--- config.mk ---
export PLATFORM = sky130hd
export DESIGN_NAME = nx_stream_skid_fifo
export DESIGN_NICKNAME = d
export VERILOG_FILES = /design/src/rtl/nx_stream_skid_fifo.sv
export SDC_FILE = /design/constraint.sdc
export NUM_CORES = 1
export LEC_CHECK = 0
export BUFFER_PORTS_ARGS = -buffer_cell sky130_fd_sc_hd__buf_2
export CORE_MARGIN = 2
export CORE_UTILIZATION = 45
export CTS_CLUSTER_DIAMETER = 200
export DETAILED_ROUTE_END_ITERATION = 7
export SETUP_SLACK_MARGIN = 0.02
export SKIP_LAST_GASP = 1
export SLEW_MARGIN = 20
export SYNTH_ARGS = -nofsm -noshare
export SYNTH_HDL_FRONTEND = slang
export SYNTH_SLANG_ARGS = --single-unit
--- constraint.sdc ---
create_clock -name clk_i -period 5.15 [get_ports clk_i]
set_input_delay 0.2575 -clock clk_i [delete_from_list [all_inputs] [get_ports clk_i]]
set_output_delay 0.2575 -clock clk_i [all_outputs]
set_load 0.01 [all_outputs]
--- src/rtl/nx_stream_skid_fifo.sv ---
// Multi-entry stream skid FIFO with optional fall-through when empty.
// Optional high-water mark output: define NX_STREAM_SKID_FIFO_WATERMARK_EN.
module nx_stream_skid_fifo #(
    parameter int STREAM_WIDTH = 32,
    parameter int DEPTH        = 4,
    parameter bit BYPASS       = 1'b1
) (
    input  logic                       clk_i,
    input  logic                       rst_i,
    input  logic [STREAM_WIDTH-1:0]    inbound_data_i,
    input  logic                       inbound_valid_i,
    output logic                       inbound_ready_o,
    output logic [STREAM_WIDTH-1:0]    outbound_data_o,
    output logic                       outbound_valid_o,
    input  logic                       outbound_ready_i,
    output logic [$clog2(DEPTH+1)-1:0] level_o,
    output logic                       full_o,
`ifdef NX_STREAM_SKID_FIFO_WATERMARK_EN
    output logic                       empty_o,
    output logic [$clog2(DEPTH+1)-1:0] hwm_o
`else
    output logic                       empty_o
`endif
);

    localparam int LW = $clog2(DEPTH + 1);
    localparam int PW = $clog2(DEPTH);
    localparam logic [PW-1:0] LAST = PW'(DEPTH - 1);

    logic [STREAM_WIDTH-1:0] mem [DEPTH];
    logic [PW-1:0]           rd_ptr;
    logic [PW-1:0]           wr_ptr;
    logic [LW-1:0]           level_q;
    logic [LW-1:0]           level_next;
    logic                    empty;
    logic                    full;
    logic                    in_fire;
    logic                    out_fire;
    logic                    pass;
    logic                    wr_en;
    logic                    rd_en;

    assign empty = (level_q == '0);
    assign full  = (level_q == LW'(DEPTH));

    // Ready comes from registered level only; no path from outbound_ready_i.
    assign inbound_ready_o = !full && !rst_i;

    always_comb begin
        outbound_data_o  = mem[rd_ptr];
        outbound_valid_o = 1'b0;
        if (rst_i) begin
            outbound_valid_o = 1'b0;
        end else if (!empty) begin
            outbound_valid_o = 1'b1;
        end else if (BYPASS) begin
            outbound_data_o  = inbound_data_i;
            outbound_valid_o = inbound_valid_i;
        end
    end

    assign in_fire  = inbound_valid_i && inbound_ready_o;
    assign out_fire = outbound_valid_o && outbound_ready_i;
    assign pass     = BYPASS && empty && in_fire && outbound_ready_i;
    assign wr_en    = in_fire && !pass;
    assign rd_en    = out_fire && !empty;

    assign level_next = level_q + LW'(wr_en) - LW'(rd_en);

    always_ff @(posedge clk_i) begin
        if (rst_i) begin
            rd_ptr  <= '0;
            wr_ptr  <= '0;
            level_q <= '0;
        end else begin
            if (wr_en) begin
                wr_ptr <= (wr_ptr == LAST) ? '0 : wr_ptr + 1'b1;
            end
            if (rd_en) begin
                rd_ptr <= (rd_ptr == LAST) ? '0 : rd_ptr + 1'b1;
            end
            level_q <= level_next;
        end
    end

    always_ff @(posedge clk_i) begin
        if (wr_en) begin
            mem[wr_ptr] <= inbound_data_i;
        end
    end

    assign level_o = level_q;
    assign full_o  = full;
    assign empty_o = empty;

`ifdef NX_STREAM_SKID_FIFO_WATERMARK_EN
    logic [LW-1:0] hwm_q;

    // level_next never exceeds DEPTH, so the mark saturates there.
    always_ff @(posedge clk_i) begin
        if (rst_i) begin
            hwm_q <= '0;
        end else if (level_next > hwm_q) begin
            hwm_q <= level_next;
        end
    end

    assign hwm_o = hwm_q;
`endif

endmodule

==> results_dict.tcl, run 1 <==
set metrics [dict create \
    outcome "complete, no violations" \
    post_drt_via_cell_ratio 5.10 \
    timing.final.setup_violations 0 \
    maxSlewHeadroom_pct 38.1 \
    first_pass_iters 4 \
    leakagePower_nw 2.39 \
    cts_made_buffers 17 \
    grt_setup_unrepaired "false" \
    least_margin_pin_slew_ps 928 \
    syn_to_final_growth_pct 19.2 \
    drc 0 \
    max-cap-violations 0 \
    n_antenna_cell 0 \
    timing.final.max_slew_violations 0 \
    core_area_um2 12500 \
    synth_nets 302 \
    syn-cell-area_um2 5670 \
    slack_of_the_worst_reg_to_reg_path_ps 2770 \
    minimum_setup_slack_after_placement_ps 2790 \
    grt_use_total_pct 15.3 \
    clock-skew-final_ps 5.65 \
    totalWireLength_mm 9.72 \
    grt_overflow 0 \
    cts.root.buffer_cell "sky130_fd_sc_hd__clkbuf_16" \
    path_max_fanout 32 \
    gp_congestion 0.713 \
    io_pins 75 \
    rows 41 \
    synthesis.instances 258 \
    seq_area_frac_synth_pct 71.0 \
    finalCriticalPeriod_ps 2710 \
    dr_total_vias 2683 \
    maximum_number_of_buffers_from_clock_root_to_sink 2 \
    global_route_wire_length_before_repair_mm 14.6 \
    io_buffer_count 74 \
    cp_class "flip-flop to primary output" \
    clock_insertion_delay_worst_skew_ps 410 \
    timing.hold.worst.class "primary input to flip-flop" \
    post-dp-hpwl_mm 5.41 \
    final_cell_mix "sky130_fd_sc_hd__edfxtp_1 (128), sky130_fd_sc_hd__buf_2 (74), sky130_fd_sc_hd__mux4_2 (30), sky130_fd_sc_hd__mux2_4 (30), sky130_fd_sc_hd__clkbuf_16 (17)" \
    cts_sinks 137 \
    resized_cells_post_cts 0 \
    detail_route.iter0.violations 126 \
    antenna_violating_nets_post_route 0 \
    antenna_found_initial 0 \
    final.setup.tns_ps 0 \
    post-layout-total-power_w 0.00332 \
    synth_area_per_cell_um2 22.0 \
    worst_vdd_drop_mv 0.224 \
    pin_count_of_the_biggest_net_entering_global_routing 33 \
    clk_pin_slew_worst_paths_ps 60 \
    kind_of_end_point_of_the_critical_path "primary output" \
    worst-endpoint-required_ps 4890 \
    worst_hold_slack_ps 77.0 \
    die_x_um 116 \
    setup.worst_path.start_class "flip-flop" \
    die_height_um 116 \
    cts_tree "built" \
    drive_gt1_share_pct 48.9 \
    final_min_period_over_clock_period_pct 52.7 \
    post-cts-setup-buffers 0 \
    dieArea_um2 13500 \
    cts_max_level 4 \
    power_density_nw_per_um2 492 \
    ctsHoldBuffers 0 \
    yosys_warnings 0 \
    layout.nets 385 \
    via_count_of_the_first_global_routing_pass 2651 \
    wl_cell_um 18.5 \
    fmax_mhz 369 \
    fin_ws_ps 2440 \
    layout_commonest_cell "sky130_fd_sc_hd__edfxtp_1" \
    floorplan.initialDensity_pct 45.5 \
    synth_seq_cells 137 \
    synth_cell_types 26 \
    worst_path_arrival_ps 2460 \
    finalHoldViolations 0 \
]
## Yosys cell counts (all sizes together)
library cell	count	area share, %
edfxtp	128	68
mux2	32	8.3
mux4	32	13
dfxtp	9	3.2
nor2	9	0.88
inv	8	0.53
buf	7	1.9
ha	7	1.5
and2	4	0.44
clkbuf	4	0.26
nand2	4	0.26
a21oi	2	0.18
nor2b	2	0.22
or3	2	0.31
xnor2	2	0.31
fa	1	0.35
mux2i	1	0.18
nand3	1	0.088
nor3b	1	0.13
o311a	1	0.18
o31ai	1	0.13
## cell families (layout without fill, tap and decap cells)
| group | after synthesis | in the layout | synth area share [%] |
|---|---|---|---|
| simple gates | 23 | 23 | 2.34 |
| compound gates | 4 | 4 | 0.486 |
| fa+ha+maj | 8 | 8 | 1.90 |
| xor+xnor | 2 | 2 | 0.309 |
| buf+inv | 19 | 115 | 2.65 |
| flops | 137 | 137 | 71.0 |
| mux | 65 | 65 | 21.4 |
## registers in the layout (all words and copies together) (netlist names), named ones only
signal   flops
level_o      3
mem        128
rd_ptr       2
wr_ptr       2
## stage by stage
step / utilization (%) / instances / instance area [um2]
after global placement: 49.3 / 494 / 6150
after CTS: 54.2 / 526 / 6760
after floorplan: - / 258 / 5670
after global routing: 54.2 / 526 / 6760
final: 54.2 / 526 / 6760
after detailed placement: 49.3 / 494 / 6150
## power breakdown
part	total, W	switching, W	leakage, nW	internal (W)
registers	0.00132	0.0000412	1.23	0.00128
logic	0.000762	0.000345	0.875	0.000418
clock network	0.00124	0.000440	0.284	0.000803
total	0.00332	0.000826	2.39	0.00250
## layer usage
layer / global-route usage, % / share of wire [%] / wire length [um] / up-vias
met1: 19.2 / 44 / 4300 / 1394
li1: - / - / - / 1215
met4: 6.43 / 1.4 / 132 / 0
met2: 24.6 / 50 / 4880 / 63
met3: 5.03 / 4.2 / 411 / 11
met5: 0 / 0 / 0 / -
## worst max-delay path, cell delays in order (launching register included)
cell and delay, ps:
sky130_fd_sc_hd__dfxtp_1 370, sky130_fd_sc_hd__or3_4 460, sky130_fd_sc_hd__nor2_8 660, sky130_fd_sc_hd__mux2_2 410, sky130_fd_sc_hd__buf_2 140
## cell type report
| cell class | instances | area, um2 |
|---|---|---|
| Clock buffer | 18 | 429 |
| Clock inverter | 14 | 180 |
| Fill cell | 983 | 5710 |
| Inverter | 8 | 30.0 |
| Multi-Input combinational cell | 102 | 1500 |
| Sequential cell | 137 | 4030 |
| Tap cell | 172 | 215 |
| Timing Repair Buffer | 75 | 378 |
## final timing paths
kind,endpoint,depth (start not counted),startpoint
worst max-delay path,outbound_data_o[0],4,level_o[1]
worst min-delay path,mem[0][13],1,inbound_data_i[13]
worst max register to register,level_o[2],10,level_o[1]
worst min register to register,flip-flop,2,rd_ptr[1]
Note: power is estimated with default switching activity, not from simulation.
==> run 2: changes to the inputs <==
Settings changed: ABC_AREA set to 1, PLACE_DENSITY set to 0.67.
Clock period 5.15 ns to 2.35 ns, I/O delays scaled along.
==> run 2 against run 1 <==
Effect of this change:
- cell area increased by 7.3%
- non-clock buffer count increased by 43
- total power increased by 130%
- clock power increased by 120%
- area after synthesis increased by 2.6%
- combinational power increased to 2.9 times the previous value
- sequential share of layout area decreased by 4.1 points
- wire length increased by 24%
- cell count increased by 54%
- core utilization increased by 3.3 points
==> results_dict.tcl, run 2 <==
set metrics [dict create \
    outcome "complete, no violations" \
    timing.hold.worst.class "primary input to flip-flop" \
    rows 41 \
    cts.root.buffer_cell "sky130_fd_sc_hd__clkbuf_16" \
    antenna_violating_nets_post_route 0 \
    synth_seq_cells 137 \
    setup.worst_path.start_class "primary input" \
    gp_congestion 0.730 \
    synthFlopType "sky130_fd_sc_hd__edfxtp_1" \
    synthesis.instances 513 \
    pin_count_of_the_biggest_net_entering_global_routing 65 \
    power_density_nw_per_um2 1080 \
    dr_total_vias 3985 \
    totalWireLength_mm 12.0 \
    yosys-top-cells-area "sky130_fd_sc_hd__edfxtp_1 (66%), sky130_fd_sc_hd__nor2_1 (9.0%), sky130_fd_sc_hd__o21ai_1 (5.3%)" \
    syn-cell-area_um2 5820 \
    io_pins 75 \
    seq_area_frac_synth_pct 69.2 \
    cp_class "primary input to flip-flop" \
    synthArstFlopShare_pct 0 \
    core_area_um2 12600 \
    layout.nets 668 \
    wl_cell_um 14.9 \
    syn_to_final_growth_pct 24.7 \
    regMostFlops "mem" \
    drc 0 \
    nFillCells 1092 \
    hold_path_startpoint "outbound_ready_i" \
    n_antenna_cell 0 \
    fmax_mhz 464 \
    grt_setup_unrepaired "false" \
    ff2ff_path_depth 11 \
    global_route_wire_length_before_repair_mm 19.4 \
    cts_tree "built" \
    share_of_the_core_filled_with_cells_pct 57.5 \
    cts_made_buffers 17 \
    kind_of_end_point_of_the_critical_path "flip-flop" \
    cts_max_level 4 \
    cts_sinks 137 \
    clk_pin_slew_worst_paths_ps 50 \
    largest_register_ff_count 128 \
    clock-skew-final_ps 5.79 \
    dieArea_um2 13900 \
    clock_insertion_delay_worst_skew_ps 410 \
    least_margin_pin_slew_ps 744 \
    final_cell_mix "sky130_fd_sc_hd__nor2_1 (135), sky130_fd_sc_hd__edfxtp_1 (128), sky130_fd_sc_hd__buf_2 (74), sky130_fd_sc_hd__o21ai_1 (62), sky130_fd_sc_hd__inv_1 (50)" \
    min_delay_path_depth 3 \
    multi_input_area_um2 1430 \
    max-cap-violations 0 \
    worst_hold_slack_ps 101 \
    floorplan.initialDensity_pct 46.1 \
    slack_of_the_worst_reg_to_reg_path_ps 200 \
    die_x_um 118 \
    detail_route.iter0.violations 259 \
    yosys.cell_count.top_type "sky130_fd_sc_hd__nor2_1" \
    path_max_fanout 9 \
    via_count_of_the_first_global_routing_pass 3912 \
    synth_edf_count 128 \
    final_min_period_over_clock_period_pct 91.7 \
    yosys_warnings 0 \
    maximum_number_of_buffers_from_clock_root_to_sink 2 \
    synth_top_area_share_pct 66.1 \
    worst_path_arrival_ps 2460 \
    leakagePower_nw 2.81 \
    post-cts-setup-buffers 0 \
    first_pass_iters 4 \
    antenna_found_initial 0 \
    io_buffer_count 74 \
    synth_area_per_cell_um2 11.3 \
    layout_commonest_cell "sky130_fd_sc_hd__nor2_1" \
    synth_cell_types 23 \
    worst-endpoint-required_ps 2650 \
    grt_use_total_pct 18.1 \
    r2r_start "level_o[1]" \
    maxSlewHeadroom_pct 50.3 \
    synth_commonest_cells "sky130_fd_sc_hd__nor2_1 (139), sky130_fd_sc_hd__edfxtp_1 (128), sky130_fd_sc_hd__o21ai_1 (62), sky130_fd_sc_hd__inv_1 (50)" \
    yosysTopAreaCell "sky130_fd_sc_hd__edfxtp_1" \
    grt_overflow 0 \
    timing.final.max_slew_violations 0 \
    finalCriticalPeriod_ps 2150 \
    drive_gt1_share_pct 19.5 \
    synth_nets 557 \
    worst_vdd_drop_mv 0.586 \
    area.sequential_um2 4030 \
    finalHoldViolations 0 \
    post-layout-total-power_w 0.00780 \
    post-dp-hpwl_mm 6.69 \
    post_drt_via_cell_ratio 4.93 \
    timing.final.setup_violations 0 \
    die_height_um 118 \
    timing.rr.end "level_o[2]" \
]
[run 2: final cells by class]
type                       count  share of cell area (%)
clock buffer                  21                    6.07
tap                          172                    2.97
sequential                   137                    55.5
clock inverter                10                    2.09
multi-input combinational    296                    19.7
inverter                      54                    2.86
timing repair buffer         118                    10.8
[run 2: routing by layer]
metal,track usage (%),up-vias,part of all wire [%]
li1,-,1977,-
met1,22.2,1888,43
met2,30.8,114,51
met3,4.75,6,5.7
met4,6.63,0,0.76
met5,0,-,0
[run 2: repair_timing]
item	CTS	global route
hold buffers	33	0
resized for setup	1	3
endpoints found under the hold margin	131	0
gates cloned	0	0
setup endpoints to repair	4	34
[run 2: worst max-delay path by stage]
stage | slack, ps | end | from
after floorplan | -360 | mem[3][0] | level_o[1]
after global placement | 310 | level_o[2] | level_o[1]
after detailed placement | 150 | level_o[2] | level_o[1]
after CTS | 80 | outbound_data_o[28] | flip-flop
after global routing | 30 | level_o[2] | level_o[1]
final | 200 | level_o[2] | rst_i
[run 2: critical path: stages]
cell	delay (ps)
sky130_fd_sc_hd__dlygate4sd3_1	530
sky130_fd_sc_hd__buf_2	160
sky130_fd_sc_hd__inv_4	120
sky130_fd_sc_hd__nand3_1	150
sky130_fd_sc_hd__nor2_1	180
sky130_fd_sc_hd__inv_1	80
sky130_fd_sc_hd__ha_1	280
sky130_fd_sc_hd__inv_1	40
sky130_fd_sc_hd__ha_1	190
sky130_fd_sc_hd__fa_1	390
sky130_fd_sc_hd__xor2_1	160
sky130_fd_sc_hd__nor2_1	50
[run 2: report_power, final]
part,leakage [nW],switching [W],internal (W)
logic,1.29,0.00145,0.000789
clock network,0.288,0.000914,0.00176
registers,1.23,0.0000639,0.00282
[run 2: kinds of logic (layout without fill, tap and decap cells)]
group	Yosys count	after routing	synth area share, %
AO/OA/AOI/OAI	100	100	8.69
flip-flops	137	137	69.2
XOR/XNOR	2	2	0.301
adder cells (fa/ha/maj)	8	8	1.85
AND/OR/NAND/NOR	186	186	13.0
buffers and inverters	80	203	6.97
[run 2: stage by stage]
step | setup slack [ps] | instances | area (um2) | TNS [ps]
6_report | 196 | 808 | 7250 | 0
4_1_cts | 77.7 | 808 | 7240 | 0
5_1_grt | 27.7 | 808 | 7250 | 0
3_3_place_gp | 308 | 744 | 6320 | 0
3_5_place_dp | 150 | 744 | 6320 | 0
2_1_floorplan | -362 | 513 | 5820 | -46280
==> run 3: changes to the inputs <==
Settings changed: BUFFER_PORTS_ARGS -buffer_cell sky130_fd_sc_hd__buf_2 to unset, DONT_BUFFER_PORTS set to 1, PLACE_DENSITY 0.67 to unset.
==> run 3 against run 2 <==
Effect of this change:
- cell area is 4.3% lower
- wire length down 2.2%
- clock power rose by 1%
- clock skew up 3.4 ps
- die area unchanged
- setup slack worse by 26 ps
- critical endpoint unchanged
- hold slack lost 14 ps
- register-to-register slack worse by 30 ps
- first-iteration DRC count is 47% higher
- sequential cell count unchanged
- total power down 3.7%
- sequential share of layout area rose by 2.5 points
- largest cell class unchanged
==> results_dict.tcl, run 3 (synthesized netlist as in run 2, its figures left out) <==
set metrics [dict create \
    clock-skew-final_ps 9.21 \
    crit_path_cell_trace "inv_1 > nand2_2 > nor2_1 > nor2_1 > inv_1 > ha_1 > inv_1 > ha_1 > fa_1 > xor2_1 > nor2_1" \
    first_pass_iters 5 \
    share_of_the_core_filled_with_cells_pct 55.0 \
    setup.worst_path.start_class "flip-flop" \
    cts.root.buffer_cell "sky130_fd_sc_hd__clkbuf_16" \
    maxSlewHeadroom_pct 54.7 \
    pin_count_of_the_biggest_net_entering_global_routing 65 \
    critical_path.max_stage_delay_ps 430 \
    floorplan.initialDensity_pct 46.1 \
    dieArea_um2 13900 \
    largest_register_ff_count 128 \
    timing.hold.worst.class "primary input to flip-flop" \
    hold_path_startpoint "outbound_ready_i" \
    max-cap-violations 0 \
    io_buffer_count 0 \
    cp_class "flip-flop to flip-flop" \
    rows 41 \
    seqPwrFrac_pct 38.5 \
    die_height_um 118 \
    cts_max_level 4 \
    antenna_violating_nets_post_route 0 \
    totalWireLength_mm 11.8 \
    regMostFlops "mem" \
    fmax_mhz 459 \
    core_area_um2 12600 \
    via_count_of_the_first_global_routing_pass 3728 \
    die_x_um 118 \
    global_route_wire_length_before_repair_mm 19.2 \
    drc 0 \
    post-cts-setup-buffers 0 \
    kind_of_end_point_of_the_critical_path "flip-flop" \
    critPathTopFamily "adder cells" \
    final_cell_mix "sky130_fd_sc_hd__nor2_1 (135), sky130_fd_sc_hd__edfxtp_1 (128), sky130_fd_sc_hd__o21ai_1 (62), sky130_fd_sc_hd__inv_1 (50)" \
    power_report.internal_total_w 0.00515 \
    cts_tree "built" \
    wl_cell_um 15.9 \
    worst_vdd_drop_mv 0.720 \
    detail_route.iter0.violations 382 \
    timing.final.max_slew_violations 0 \
    outcome "complete, no violations" \
    netSwitchingPower_w 0.00236 \
    r2r_start "level_o[2]" \
    post_drt_via_cell_ratio 5.03 \
    syn_to_final_growth_pct 19.4 \
    worst_path_arrival_ps 2470 \
    n_antenna_cell 0 \
    finalHoldViolations 0 \
    clk_pin_slew_worst_paths_ps 50 \
    timing.critical_path.buf_inv 3 \
    path_max_fanout 4 \
    worst-endpoint-required_ps 2640 \
    grt_use_total_pct 18.0 \
    layout_commonest_cell "sky130_fd_sc_hd__nor2_1" \
    maximum_number_of_buffers_from_clock_root_to_sink 2 \
    antenna_found_initial 0 \
    timing.final.setup_violations 0 \
    leakagePower_nw 2.54 \
    power.clock.fraction_pct 36.1 \
    worst_hold_slack_ps 86.7 \
    io_pins 75 \
    gp_congestion 0.728 \
    drive_gt1_share_pct 9.88 \
    least_margin_pin_slew_ps 680 \
    clock_insertion_delay_worst_skew_ps 410 \
    cts_sinks 137 \
    grt_setup_unrepaired "true" \
    netSwitchingFraction_pct 31.4 \
    power_density_nw_per_um2 1080 \
    layout.nets 598 \
    dr_total_vias 3720 \
    finalCriticalPeriod_ps 2180 \
    post-dp-hpwl_mm 6.54 \
    comb_power_share_pct 25.4 \
    timing.critical_path.from "level_o[2]" \
    grt_overflow 0 \
    cts_made_buffers 17 \
    critPathSlowestCell "sky130_fd_sc_hd__dfxtp_1" \
    final_min_period_over_clock_period_pct 92.7 \
]
## run 3: changes by cell type in the layout (fill, tap and decap cells not counted), sizes merged
cell and delta:
clkinvlp +4, buf -72, dlygate4sd3 +2, clkbuf -3
## run 3: tightest hold or removal path, cell delays in order
cell and delay (ps):
sky130_fd_sc_hd__inv_1 30, sky130_fd_sc_hd__nor2_1 60, sky130_fd_sc_hd__nor3_1 170, sky130_fd_sc_hd__nor2_1 60
## run 3: metal layers
| metal | GRT usage (%) | share of wire (%) | routed length (um) |
|---|---|---|---|
| met3 | 5.43 | 3.8 | 448 |
| met4 | 5.57 | 0.36 | 42 |
| met1 | 22.6 | 44 | 5240 |
| met5 | 0 | 0 | 0 |
| met2 | 30.1 | 51 | 6050 |
## run 3: final cells by class
type / instances / area (um2)
Clock buffer: 18 / 429
Clock inverter: 14 / 180
Inverter: 54 / 205
Sequential cell: 137 / 4030
Tap cell: 172 / 215
Fill cell: 1098 / 5680
Timing Repair Buffer: 48 / 460
Multi-Input combinational cell: 296 / 1430
## run 3: power by group through the flow
stage	combinational, W	sequential, W	clock (W)
after detailed placement	0.00187	0.00294	0
final	0.00191	0.00289	0.00271
after CTS	0.00194	0.00289	0.00277
after global placement	0.00184	0.00293	0
after floorplan	0.00159	0.00293	0
after global routing	0.00218	0.00291	0.00288
## run 3: worst paths after layout
check,to,slack (ps),cells past startpoint
hold / removal,wr_ptr[0],90,4
setup / recovery,level_o[2],170,11
setup reg to reg,level_o[2],170,11
hold reg to reg,flip-flop,500,2
## run 3: what timing repair did
action	in CTS	in global routing
setup endpoints to repair	0	11
hold buffers	35	0
hold endpoints to repair	137	0
gates resized for setup	0	2
## run 3: metrics by stage
stage                     total power, W  instances  worst slack, ps  area (um2)  TNS [ps]
after floorplan                  0.00452        513             -362        5820    -46280
after global placement           0.00477        672              246        5970         0
after detailed placement         0.00481        672              132        5970         0
after CTS                        0.00760        739             83.9        6930         0
after global routing             0.00797        739            -24.4        6940     -24.4
final                            0.00751        739              171        6940         0
